## config.mk

```make
export PLATFORM = sky130hd
export DESIGN_NAME = hdsiso_seq
export DESIGN_NICKNAME = d
export VERILOG_FILES = /design/src/rtl/hdsiso_seq.sv
export SDC_FILE = /design/constraint.sdc
export NUM_CORES = 1
export LEC_CHECK = 0
export ABC_CLOCK_PERIOD_IN_PS = 4200
export BUFFER_PORTS_ARGS = -buffer_cell sky130_fd_sc_hd__buf_2
export CELL_PAD_IN_SITES_DETAIL_PLACEMENT = 1
export CELL_PAD_IN_SITES_GLOBAL_PLACEMENT = 2
export CORE_MARGIN = 2
export CORE_UTILIZATION = 39
export CTS_CLUSTER_SIZE = 14
export DETAILED_ROUTE_END_ITERATION = 12
export HOLD_SLACK_MARGIN = 0.15
export PLACE_DENSITY = 0.91
export SYNTH_ARGS = -nofsm -noshare
export SYNTH_HDL_FRONTEND = slang
export SYNTH_SLANG_ARGS = --single-unit
```

## constraint.sdc

```tcl
create_clock -name CLK -period 4.2 [get_ports CLK]
set_input_delay 0.84 -clock CLK [delete_from_list [all_inputs] [get_ports CLK]]
set_output_delay 0.84 -clock CLK [all_outputs]
set_load 0.05 [all_outputs]
```

## src/rtl/hdsiso_seq.sv

```systemverilog
// ---------------------------------------------------------------------------
// hdsiso_seq
//
// Turns the bit-serial HDSISO storage chain (DEPTH flops, shared shift enable)
// into a byte-wide delay line with valid/ready handshakes on both sides.
//
// An accepted byte is shifted into stage 0 LSB first over 8 cycles. The 8 bits
// leaving the last stage on those same edges are reassembled into a byte.
// Once the chain holds NBYTES valid bytes, that byte is presented on out_data.
// Until then it is discarded, because it is either reset zeros or stale data
// from before a flush.
//
// Ports
//   CLK        clock, rising edge
//   RESET_B    asynchronous active-low reset (shared with the chain flops)
//   in_data    byte to store
//   in_valid   in_data is valid
//   in_ready   byte accepted this cycle when in_valid is also high (registered)
//   out_data   byte that left the chain (registered)
//   out_valid  out_data is valid
//   out_ready  consumer takes out_data
//   flush      one-cycle request to mark the chain empty (IDLE only)
//   sr_shift   shift enable to the chain (registered)
//   sr_din     serial bit into chain stage 0 (registered)
//   sr_dout    serial bit from chain stage DEPTH-1
//   level      number of valid bytes in the chain, 0..NBYTES
//   busy       high while shifting or holding an output byte
// ---------------------------------------------------------------------------
module hdsiso_seq #(
    parameter int DEPTH = 64,
    parameter int LVL_W = 8
) (
    input  logic             CLK,
    input  logic             RESET_B,
    input  logic [7:0]       in_data,
    input  logic             in_valid,
    output logic             in_ready,
    output logic [7:0]       out_data,
    output logic             out_valid,
    input  logic             out_ready,
    input  logic             flush,
    output logic             sr_shift,
    output logic             sr_din,
    input  logic             sr_dout,
    output logic [LVL_W-1:0] level,
    output logic             busy
);

    localparam int               NBYTES   = DEPTH / 8;
    localparam logic [LVL_W-1:0] LVL_FULL = LVL_W'(NBYTES);

    typedef enum logic [1:0] {
        ST_IDLE  = 2'd0,
        ST_SHIFT = 2'd1,
        ST_HOLD  = 2'd2
    } state_t;

    state_t           state_q,     state_d;
    logic [2:0]       bit_cnt_q,   bit_cnt_d;
    logic [LVL_W-1:0] level_q,     level_d;
    logic             in_ready_q,  in_ready_d;
    logic             out_valid_q, out_valid_d;
    logic [7:0]       out_data_q,  out_data_d;
    logic             sr_shift_q,  sr_shift_d;
    logic             sr_din_q,    sr_din_d;

    // Data-only registers: their contents are meaningless outside SHIFT, so
    // they carry no reset.
    logic [7:0]       din_byte_q;
    logic [6:0]       cap_q;
    logic             load_byte;
    logic             capture_bit;

    // Saturating increment: level stops at NBYTES and never wraps.
    function automatic logic [LVL_W-1:0] level_inc(input logic [LVL_W-1:0] lvl);
        if (lvl >= LVL_FULL) begin
            return LVL_FULL;
        end
        return lvl + LVL_W'(1);
    endfunction

    // -----------------------------------------------------------------------
    // Next-state and next-output logic
    // -----------------------------------------------------------------------
    always_comb begin
        state_d     = state_q;
        bit_cnt_d   = bit_cnt_q;
        level_d     = level_q;
        in_ready_d  = in_ready_q;
        out_valid_d = out_valid_q;
        out_data_d  = out_data_q;
        sr_shift_d  = sr_shift_q;
        sr_din_d    = sr_din_q;
        load_byte   = 1'b0;
        capture_bit = 1'b0;

        case (state_q)
            ST_IDLE: begin
                in_ready_d = 1'b1;
                if (flush) begin
                    // Chain contents are left alone; restarting the count is
                    // enough to make the stale bits be discarded later.
                    level_d = '0;
                end else if (in_valid && in_ready_q) begin
                    load_byte  = 1'b1;
                    state_d    = ST_SHIFT;
                    bit_cnt_d  = 3'd0;
                    sr_shift_d = 1'b1;
                    sr_din_d   = in_data[0];
                    in_ready_d = 1'b0;
                end
            end

            ST_SHIFT: begin
                // The chain shifts on this edge too, so sr_dout is still the
                // old last-stage bit, i.e. bit bit_cnt_q of the leaving byte.
                if (bit_cnt_q == 3'd7) begin
                    bit_cnt_d  = 3'd0;
                    sr_shift_d = 1'b0;
                    sr_din_d   = 1'b0;
                    if (level_q < LVL_FULL) begin
                        level_d    = level_inc(level_q);
                        state_d    = ST_IDLE;
                        in_ready_d = 1'b1;
                    end else begin
                        // Bit 7 goes straight from the chain into out_data.
                        out_data_d  = {sr_dout, cap_q};
                        out_valid_d = 1'b1;
                        state_d     = ST_HOLD;
                    end
                end else begin
                    capture_bit = 1'b1;
                    bit_cnt_d   = bit_cnt_q + 3'd1;
                    sr_din_d    = din_byte_q[bit_cnt_d];
                end
            end

            ST_HOLD: begin
                if (out_valid_q && out_ready) begin
                    out_valid_d = 1'b0;
                    state_d     = ST_IDLE;
                    in_ready_d  = 1'b1;
                end
            end

            default: begin
                state_d    = ST_IDLE;
                in_ready_d = 1'b1;
                sr_shift_d = 1'b0;
            end
        endcase
    end

    // -----------------------------------------------------------------------
    // Control and output registers
    // -----------------------------------------------------------------------
    always_ff @(posedge CLK or negedge RESET_B) begin
        if (!RESET_B) begin
            state_q     <= ST_IDLE;
            bit_cnt_q   <= 3'd0;
            level_q     <= '0;
            in_ready_q  <= 1'b1;
            out_valid_q <= 1'b0;
            out_data_q  <= 8'h00;
            sr_shift_q  <= 1'b0;
            sr_din_q    <= 1'b0;
        end else begin
            state_q     <= state_d;
            bit_cnt_q   <= bit_cnt_d;
            level_q     <= level_d;
            in_ready_q  <= in_ready_d;
            out_valid_q <= out_valid_d;
            out_data_q  <= out_data_d;
            sr_shift_q  <= sr_shift_d;
            sr_din_q    <= sr_din_d;
        end
    end

    // -----------------------------------------------------------------------
    // Data registers: outgoing byte and incoming reassembly
    // -----------------------------------------------------------------------
    // cap_q fills from the top, so after seven captures bit 0 of the leaving
    // byte sits in cap_q[0] and bit 6 in cap_q[6].
    always_ff @(posedge CLK) begin
        if (load_byte) begin
            din_byte_q <= in_data;
        end
        if (capture_bit) begin
            cap_q <= {sr_dout, cap_q[6:1]};
        end
    end

    assign in_ready  = in_ready_q;
    assign out_data  = out_data_q;
    assign out_valid = out_valid_q;
    assign sr_shift  = sr_shift_q;
    assign sr_din    = sr_din_q;
    assign level     = level_q;
    assign busy      = (state_q != ST_IDLE);

endmodule

```

# After elaboration in Yosys (flattened, before gate mapping)
# Cells that the tools add are included.
# W data, S select, Z words.
# totals
reg_bits	40
inputBits	14
wordCells	85
# op_classes
n_addsub	2
order_cmp	3
eq_ne	10
mux	45
bitwise_logic	2
reduce_logical	13
# ops
operator	count
$mux W8	5
$mux W1	24
$pmux W8 S2	1
$reduce_and A4 Y1	4
$ne A2 B2 Y1 const B	7
$mux W2	5
$mux W3	3
$reduce_and A3 Y1	3
$add A8 B1 Y8 const B	1
$ge A8 B4 Y1 const B	1
$lt A8 B4 Y1 const B	1
$pmux W1 S3	2
$pmux W2 S3	1
$pmux W3 S2	1
$reduce_bool A2 Y1	3
$lt A3 B4 Y1 const B	1
$pmux W1 S2	2
$add A3 B1 Y3 const B	1
$bmux W1 S3	1
$eq A3 B3 Y1 const B	1
$eq A2 B1 Y1 const B	1
$eq A2 B2 Y1 const B	1
$logic_and A1 B1 Y1	2
$logic_not A2 Y1	1
$not A1 Y1	2

# Depth between registers and ports, before layout
# logic_depth
word_depth	9
mapped_depth	5
ltp_nobuf	5

# Worst setup path after synthesis
# Ideal clock, no wire load.
# synth_timing
kind	flip-flop to flip-flop
from	reg level_q[4] (netlist: level[4])
to	reg out_data_q[0] (netlist: out_data[0])
setup_ns	0.125
arrival_ns	1.846
path_slack_ns	2.229
stages_incl_launch_ff	4
path_buffers	0
period_less_slack_ns	1.971
path_cell_list	dfrtp_1 -> or4_4 -> o211ai_4 -> mux2_2
# synth_via
elab_chain_cells	3
# synth_lines
element	line_no	source
start, declared	60	logic [LVL_W-1:0] level_q, level_d;
start signal, assigned	170	level_q <= level_d;
$lt A8 B4 Y1	121	if (level_q < LVL_FULL) begin
$not A1 Y1 (no source line)	n/a	
$reduce_and A3 Y1 (no source line)	n/a	
end signal, assigned	173	out_data_q <= out_data_d;
end, declared	63	logic [7:0] out_data_q, out_data_d;
# No other way between the ends.
# A chain may end at the register's enable or synchronous reset.

# Worst setup path after layout
# layout_timing
from	reg state_q[1]
to	out busy
# layout_via
elab_chain_cells	1
# layout_lines
element	line_no	source
start, declared	58	state_t state_q, state_d;
start signal, assigned	168	state_q <= state_d;
$reduce_bool A2 Y1	199	assign busy = (state_q != ST_IDLE);
end, declared	46	output logic busy
# No other way between the ends.

==> results.md <==
- CTS Buf Count: 5
- Layer with the highest usage: met2
- Top_reg_cell synth: dfrtp_1
- Initial DRC Count: 35
- Core Box Area: 0.00403 mm^2
- CP bufs+invs: 2
- Critical path type: reg2out
- Syn avg cell area: 14.4 um^2
- Combinational power share: 0.281
- Unique cell type count in the Yosys netlist: 37
- TritonCTS clock tree: yes
- WL final: between 3 and 4 mm
- Clock power share: 0.260
- Max Clock Freq: between 400 and 500 MHz
- Die width: roughly 69 um
- Met1 Track Usage GR: 0.210
- Via density: 5.17
- Setup total negative slack: 0 ns
- Post-CTS Resized: 0
- Initial antenna violation count: 0
- Slew @ Worst Pin: 0.730 ns
- Pint: 0.821 mW
- Total GRT Usage: 0.164
- First-pass GRT wire length: between 5 and 6 mm
- Drt pass-1 iters: 4
- Critical path peak fanout: 11
- Min Tclk post-route: between 2 and 2.5 ns
- Post-CTS setup buffers: 0
- Hold-fix buffers, CTS: 0
- Slew Limit Fails: 0
- Worst Setup End Kind: output port
- Crit path to: busy
- Final Cycle Share: 0.517
- RD Place Congestion: about 0.74
- Post-synthesis register bit count: 40
- Syn-to-layout area delta: 20.7%
- Vias: 1054
- RSZ-0062 raised after global routing: no
- Final Hold Fails: 0
- Synth Cell Area: approximately 0.0016 mm^2
- Maximum clock path buffer count: 2
- Final HPWL DP: approximately 2.4 mm
- Initial core utilization: 0.407
- Worst-path cell chain: nor2_1 > inv_1 > buf_2
- CP Depth: 3
- Met2 Usage GRT: 0.263
- CTS sink cnt: 40
- Post-synth ARST share: 0.625
- CP Launch Type: register
- Placed cell area: approximately 0.0019 mm^2
- Hold WS: ~0.44 ns
- Root Buffer: clkbuf_8
- Maximum vdd drop: just over 0.3 mV
- Min-Delay Path Class: reg2reg
- Final net count: about 170
- Worst-case reg-to-reg path depth: 5
- Cells after synthesis: 114
- Row count: 23
- Worst Skew: 0.00606 ns
- Switching power: around 0.42 mW
- Yosys warns: 0
- Post-synth EDFFs: 15
- Switch share: 0.341
- Final setup violation count: 0
- Slowest stage delay, CP: around 0.53 ns
- MaxCap Viol Count: 0
- Crit path from: state_q[1]
- M3 GR Usage: 0.0406
- Register area share after synthesis: 0.657
- Crit path DAT: 1.33 ns
- Die ar.: around 0.0047 mm^2
- Total power: 1.25 mW
- Worst rel slew slack: 0.512
- Max stage delay cell, worst path: dfrtp_1
- WL per Instance: 16.2 um
- Status: finished clean
- Net Count, Synth: ~130
- Share of layout cells above drive strength 1: 0.390
- Die Span Y: 68.9 um
- DRC viols: 0
- IO buf count: 34
- Final instance area: approximately 0.002 mm^2
- Placed cell count: between 150 and 200
- Power Density: between 600 and 700 mW/mm^2
- Antenna diode count: 0
- Vias in the first global route: between 1000 and 1500
- Critical Path RT: ~3.4 ns
- Top delay family on crit path: flip-flops
- RR Endpoint: sr_din
- Post-DRT Antenna Nets: 0
- I/O pin total: 35
- Gr ovfl total: 0
- Largest net degree at the start of global routing: 26
- Final Instance Count excl. Fillers: 204
- Crit Reg-Reg Startpoint: bit_cnt_q[0]
- Clock transition at path regs: around 0.080 ns
- Reg power frac: 0.460
- Leakage power: 0.941 nW
- Clk_lat worst skew: 0.30 ns
- Reg2reg setup slack: between 2 and 2.5 ns
- H-tree Lvls: 2
-- routing by layer --
layer	vias to the layer above	wire length, um
met5	-	0
met4	0	53
met3	5	164
met2	28	1610
met1	524	1480
li1	497	-
-- cell type report --
class,instances,area [um^2]
Clock buffer,6,82.6
Fill cell,439,2050
Multi-Input combinational cell,66,532
Clock inverter,2,33.8
Inverter,6,22.5
Sequential cell,40,1080
Timing Repair Buffer,34,170
Tap cell,50,62.6
-- how the worst min path moves through the flow --
stage	end	depth (start not counted)	start	slack (ns)
final	cap_q[4]	0	cap_q[5]	0.44
after global routing	cap_q[4]	0	cap_q[5]	0.46
after CTS	cap_q[4]	0	cap_q[5]	0.45
after detailed placement	cap_q[4]	0	cap_q[5]	0.44
after global placement	cap_q[4]	0	cap_q[5]	0.44
after floorplan	cap_q[0]	0	cap_q[1]	0.42
-- power by group through the flow --
stage / combinational [mW] / clock (mW) / sequential (mW)
6_report: 0.350 / 0.323 / 0.572
5_1_grt: 0.389 / 0.350 / 0.584
4_1_cts: 0.355 / 0.330 / 0.573
3_5_place_dp: 0.352 / 0 / 0.579
3_3_place_gp: 0.340 / 0 / 0.575
2_1_floorplan: 0.210 / 0 / 0.623
-- layout by cell type, fill, tap and decap left out, types with 2 or more instances in the layout --
cell type  synthesis  final
edfxtp_1          15     15
a21oi_1            2      2
clkbuf_8           0      6
nand3b_1           2      2
nand3_1            3      3
o311ai_0           3      3
dfrtp_1           24     24
o21ai_0            2      2
mux2_2            10     10
inv_1              6      6
a22o_1             2      2
and2_1             3      3
nand2_1            8      8
nor2_1             7      7
ha_1               4      4
buf_2              0     34
-- flip-flops by register name (all words and copies together), names as in the netlist --
register and count:
in_ready 1, sr_shift 1, level 8, out_data 8, cap_q 7, bit_cnt_q 3, din_byte_q 8, out_valid 1
state_q 2, sr_din 1
-- Yosys cell counts (2+ instances only) --
master / n / share of area
dfrtp_1: 24 / 0.37
edfxtp_1: 15 / 0.27
mux2_2: 10 / 0.069
nand2_1: 8 / 0.018
nor2_1: 7 / 0.016
inv_1: 6 / 0.014
ha_1: 4 / 0.031
and2_1: 3 / 0.011
nand3_1: 3 / 0.0092
o311ai_0: 3 / 0.016
a21oi_1: 2 / 0.0061
a22o_1: 2 / 0.011
nand3b_1: 2 / 0.0092
o21ai_0: 2 / 0.0061
-- worst register-to-register path, delay by kind of cell (launching register included) --
kind / cells / cell delay [ns]
AO/OA/AOI/OAI: 2 / 0.44
flip-flops: 1 / 0.46
AND/OR/NAND/NOR: 1 / 0.60
adder cells (fa/ha/maj): 2 / 0.49
-- cells by family after synthesis --
kind of cell | count (synthesis) | synth area share
flops | 40 | 0.657
simple gates | 32 | 0.113
compound gates | 18 | 0.0923
mux | 12 | 0.0885
buf+inv | 8 | 0.0191
fa+ha+maj | 4 | 0.0305
-- stage by stage --
step | worst slack (ns) | util
5_1_grt | 1.89 | 0.492
6_report | 2.03 | 0.492
3_3_place_gp | 2.15 | 0.463
3_5_place_dp | 2.07 | 0.463
4_1_cts | 2.04 | 0.492
2_1_floorplan | 2.23 | -
(Power assumes the default switching activity.)
